**config.mk**
```make
export PLATFORM = sky130hd
export DESIGN_NAME = tt_bin_clock_disp
export DESIGN_NICKNAME = d
export VERILOG_FILES = /design/src/rtl/tt_bin_clock_disp.sv
export SDC_FILE = /design/constraint.sdc
export NUM_CORES = 1
export LEC_CHECK = 0
export BUFFER_PORTS_ARGS = -buffer_cell sky130_fd_sc_hd__buf_2
export CORE_AREA = 2 2 68 70
export DETAILED_ROUTE_END_ITERATION = 10
export DIE_AREA = 0 0 70 72
export GPL_TIMING_DRIVEN = 0
export PLACE_DENSITY_LB_ADDON = 0.08
export SYNTH_ARGS = -nofsm -noshare
export SYNTH_HDL_FRONTEND = slang
export SYNTH_SLANG_ARGS = --single-unit
export TNS_END_PERCENT = 20
```
**constraint.sdc**
```tcl
create_clock -name clk_i -period 3.49 [get_ports clk_i]
set_input_delay 0.349 -clock clk_i [delete_from_list [all_inputs] [get_ports clk_i]]
set_output_delay 0.349 -clock clk_i [all_outputs]
set_load 0.05 [all_outputs]
```
**src/rtl/tt_bin_clock_disp.sv**
```systemverilog
// Six-digit multiplexed 7-segment driver for the binary clock. Optional macro DISP_LZ_BLANK_EN
// blanks the hour-tens digit when it is zero.
module tt_bin_clock_disp #(
    parameter int unsigned SCAN_DIV = 16
) (
    input  logic       clk_i,
    input  logic       reset_ni,
    input  logic [3:0] hour_in,
    input  logic [5:0] minute_in,
    input  logic [5:0] seconds_in,
    output logic [6:0] seg_o,
    output logic       dp_o,
    output logic [5:0] dig_o,
    output logic       frame_o
);

    localparam logic [7:0] CntMax = 8'(SCAN_DIV - 1);

    function automatic logic [3:0] tens_of(input logic [5:0] v);
        if (v >= 6'd60)      return 4'd6;
        else if (v >= 6'd50) return 4'd5;
        else if (v >= 6'd40) return 4'd4;
        else if (v >= 6'd30) return 4'd3;
        else if (v >= 6'd20) return 4'd2;
        else if (v >= 6'd10) return 4'd1;
        else                 return 4'd0;
    endfunction

    function automatic logic [3:0] ones_of(input logic [5:0] v);
        logic [5:0] base;
        base = {2'b00, tens_of(v)} * 6'd10;
        return 4'(v - base);
    endfunction

    function automatic logic [6:0] seg_enc(input logic [3:0] d);
        unique case (d)
            4'd0:    return 7'h3F;
            4'd1:    return 7'h06;
            4'd2:    return 7'h5B;
            4'd3:    return 7'h4F;
            4'd4:    return 7'h66;
            4'd5:    return 7'h6D;
            4'd6:    return 7'h7D;
            4'd7:    return 7'h07;
            4'd8:    return 7'h7F;
            4'd9:    return 7'h6F;
            default: return 7'h00;
        endcase
    endfunction

    // cnt_q/slot_q name the scan position that the next edge presents on the outputs.
    logic [7:0] cnt_q, cnt_d;
    logic [2:0] slot_q, slot_d;
    logic [3:0] hour_q;
    logic [5:0] minute_q, seconds_q;
    logic [6:0] seg_q, seg_d;
    logic       dp_q, dp_d;
    logic [5:0] dig_q, dig_d;
    logic       frame_q, frame_d;
    logic       frame_start;
    logic [3:0] digit;

    assign frame_start = (cnt_q == 8'd0) && (slot_q == 3'd0);

    always_ff @(posedge clk_i or negedge reset_ni) begin
        if (!reset_ni) begin
            cnt_q     <= 8'd0;
            slot_q    <= 3'd0;
            hour_q    <= 4'd0;
            minute_q  <= 6'd0;
            seconds_q <= 6'd0;
            seg_q     <= 7'd0;
            dp_q      <= 1'b0;
            dig_q     <= 6'd0;
            frame_q   <= 1'b0;
        end else begin
            cnt_q   <= cnt_d;
            slot_q  <= slot_d;
            seg_q   <= seg_d;
            dp_q    <= dp_d;
            dig_q   <= dig_d;
            frame_q <= frame_d;
            if (frame_start) begin
                hour_q    <= hour_in;
                minute_q  <= minute_in;
                seconds_q <= seconds_in;
            end
        end
    end

    always_comb begin
        cnt_d  = cnt_q + 8'd1;
        slot_d = slot_q;
        if (cnt_q >= CntMax) begin
            cnt_d  = 8'd0;
            slot_d = (slot_q >= 3'd5) ? 3'd0 : slot_q + 3'd1;
        end
    end

    always_comb begin
        digit = 4'd0;
        unique case (slot_q)
            3'd0:    digit = tens_of({2'b00, hour_q});
            3'd1:    digit = ones_of({2'b00, hour_q});
            3'd2:    digit = tens_of(minute_q);
            3'd3:    digit = ones_of(minute_q);
            3'd4:    digit = tens_of(seconds_q);
            3'd5:    digit = ones_of(seconds_q);
            default: digit = 4'd0;
        endcase
    end

    // During the frame-start slot the snapshot is still loading, but that cycle is blank anyway.
    always_comb begin
        seg_d   = 7'd0;
        dp_d    = 1'b0;
        dig_d   = 6'd0;
        frame_d = frame_start;
        if (cnt_q != 8'd0) begin
            dig_d = 6'b100000 >> slot_q;
            seg_d = seg_enc(digit);
            dp_d  = (slot_q == 3'd1) || (slot_q == 3'd3);
`ifdef DISP_LZ_BLANK_EN
            if ((slot_q == 3'd0) && (digit == 4'd0)) begin
                seg_d = 7'd0;
            end
`else
`endif
        end
    end

    assign seg_o   = seg_q;
    assign dp_o    = dp_q;
    assign dig_o   = dig_q;
    assign frame_o = frame_q;

endmodule

```
==> summary.txt <==
Run status
  – Run status: completed

Place
  – GPL Wtd Cong: between 0.8 and 0.9
  – Port Buffer Count: 32
  – Hpwl dp: 3300 µm
  – Placed Area: 2620 µm²
  – Placed Cells: 325

Global routing
  – Largest net degree at the start of global routing: 43
  – Total GRT Usage: 20.0%
  – Global-route wire length before repair: about 8200 µm
  – Congestion Overflow GR: 0
  – Initial antenna violation count: 0
  – Vias in the first global route: ~1800

Synth
  – Synth Register Bits: 42
  – Avg Inst Size Synth: around 10 µm²
  – Synth top area cells: dfrtp_1 (44%), ha_1 (7.4%), nand2_1 (6.5%)
  – Synth Cell Area: 2380 µm²
  – Post-synthesis adder-cell area fraction: 9.52%
  – Synth Area in Compound Gates: approximately 16%
  – Post-synthesis mux area share: under 10%
  – EDFF count, synth: 0
  – Synth Instances: 238
  – Warning count from the yosys run: 0
  – Count of unique library cells instantiated by Yosys: 60
  – Yosys top cell by area: dfrtp_1
  – Largest family of logic cells by synthesized area: simple AND/OR/NAND/NOR gates
  – Post-Synth Simple-Gate Area: between 10% and 20%
  – Sequential share of the synthesized area: 44.2%
  – Post-synth ARST share: 100%
  – Top-area cell type share of the netlist area: roughly 44%
  – Ys flop type: dfrtp_1
  – XOR/XNOR Fraction of Synth Area: approximately 1.8%

Power
  – Total chip power: ~3200 µW
  – Pwr Density: approximately 1100 nW/µm²
  – Max VDD drop: 0.588 mV
  – Leakage power: 0.00140 µW

Route
  – First-pass DRT Iterations: 4
  – DR vias: between 1500 and 2000
  – Residual DRC: 0
  – Initial DRC count: around 130
  – Vias/cell: 5.38
  – Total Wirelength: roughly 4600 µm
  – Antenna viol nets, final: 0
  – Routed len/inst: 13.7 µm

STA
  – Min Tclk post-route: 3270 ps
  – Worst hold slack: ~180 ps
  – RSZ-0062 raised after global routing: no
  – Fmax: about 0.31 GHz
  – Setup TNS: 0 ps
  – Slew HR: approximately two fifths
  – Final hold violations: 0
  – Slew Viols, Final: 0
  – Slew at the pin closest to its max-slew limit: around 900 ps
  – Final Cycle Share: roughly 94%
  – Count of final setup violators: 0
  – Worst Clk Skew: between 6 and 7 ps

Setup path
  – RR Startpoint: minute_q[4]
  – Top delay family on crit path: compound AO/OA/AOI/OAI gates
  – Kind of critical path: reg2reg
  – Max incr delay on CP: ~480 ps
  – Worst Path Buf+Inv: 1
  – Critical Path RT: 3670 ps
  – Critical path's slowest cell: fa_1
  – CP max FO: 8
  – Setup crit end kind: flop
  – Crit start category: flop
  – Crit path arrival time: 3450 ps
  – Critical path cell sequence: mux2_2 -> o2111a_1 -> or3_1 -> ha_1 -> fa_1 -> inv_1 -> a221oi_4 -> nor2b_4 -> nor3b_2 -> a2111oi_2
  – Crit. Startpoint: minute_q[4]

Clock tree
  – CTS Root Cell: clkbuf_8
  – Worst-path clk slew: roughly 80 ps
  – Clock net sink count: 42
  – Num CTS Buffers: 5
  – CTS tree: built
  – Worst skew pair latency: about 290 ps
  – Hold Buf Count CTS: 0
  – H-tree Lvls: 2
  – CTS Buffer Depth: 2

Floorplanning
  – Starting density of the core: about 56%
  – Die Y: between 70 and 80 µm
  – Core area: between 4000 and 5000 µm²
  – Ports: 33
  – Row count: 24
  – Die ar.: approximately 5000 µm²
  – Die width: about 70 µm

Final layout
  – Area growth syn-to-layout: 17.8%
  – Proportion of layout cells with a drive suffix above 1: about a quarter
  – Filler cell count: slightly below 400
  – Ant diodes: 0
  – Commonest non-fill, non-tap cells in the layout: dfrtp_1 (42), nand2_1 (41), buf_2 (35)
  – Register area: 1050 µm²
  – Fin nets: around 320
  – Final Cell Area: approximately 2800 µm²
  – Multi-input logic area: 1230 µm²
  – Final std cells w/o fill: 336
  – Most common cell after layout, fill and taps aside: dfrtp_1

Flow run
  – MaxCap Viol Count: 0

Worst hold path
  – Worst min path class: in2async
[worst paths after layout]
check / slack (ps) / endpoint / cells past startpoint
worst max-delay path: 220 / seg_o[2] / 10
worst min-delay path: 180 / seconds_q[4] / 1
worst max register to register: 220 / seg_o[2] / 10
worst min register to register: 490 / hour_q[0] / 2
max in group asynchronous: 2740 / slot_q[0] / 1
min in group clk_i: 240 / hour_q[3] / 3
[flip-flops by register name (all words and copies together), names as in the netlist]
register and cells:
dp_o 1, frame_o 1, slot_q 3, minute_q 6
cnt_q 8, dig_o 6, seg_o 7, seconds_q 6
hour_q 4
[synthesized netlist by cell type (4+ instances only)]
cell type / count
ha_1: 14
nor2b_1: 8
mux2_2: 4
inv_1: 21
nand2_1: 41
nor2_1: 13
a21oi_1: 5
xnor2_1: 4
dfrtp_1: 42
o21ai_2: 4
o21ai_0: 6
[kinds of logic after synthesis]
group	Yosys count
compound gates	49
xor+xnor	5
fa+ha+maj	17
buf+inv	28
flops	42
mux	7
other cells	1
simple gates	89
[per-layer routing]
layer / track usage (%) / vias up / share of wire (%)
li1: - / 906 / -
met1: 27.4 / 870 / 49
met2: 32.8 / 27 / 47
met3: 3.47 / 4 / 2.8
met4: 6.41 / 0 / 0.91
met5: 0 / - / 0
[report_power, final]
part	switching (µW)	internal (µW)	leakage, µW
clock	163	305	0.0000714
combinational	1170	788	0.000823
sequential	113	680	0.000502
total	1450	1770	0.00140
[final cells by class]
type,count,share of cell area [%]
Buffer,6,1.74
Clock buffer,6,2.95
Clock inverter,2,2.14
Inverter,22,3.12
Multi-Input combinational cell,171,43.7
Sequential cell,42,37.5
Tap cell,52,2.32
Timing Repair Buffer,35,6.51
[worst register-to-register path, stage by stage (launching register included)]
cell and delay (ps):
dfrtp_1 470, mux2_2 360, o2111a_1 160, or3_1 360, ha_1 200, fa_1 480
inv_1 60, a221oi_4 420, nor2b_4 280, nor3b_2 90, a2111oi_2 300
[repair_timing]
action                                  in CTS  in global routing
gates resized for setup                      1                  2
setup buffers                                0                  3
endpoints found under the setup margin       1                  4
[metrics by stage]
step / utilization [%] / setup slack (ps)
after floorplan: - / 344
after global placement: 61.4 / 38.9
after detailed placement: 61.4 / 21.5
after CTS: 65.0 / 117
after global routing: 65.8 / 10.4
final: 65.8 / 220
Note: power is estimated with default switching activity, not from simulation.
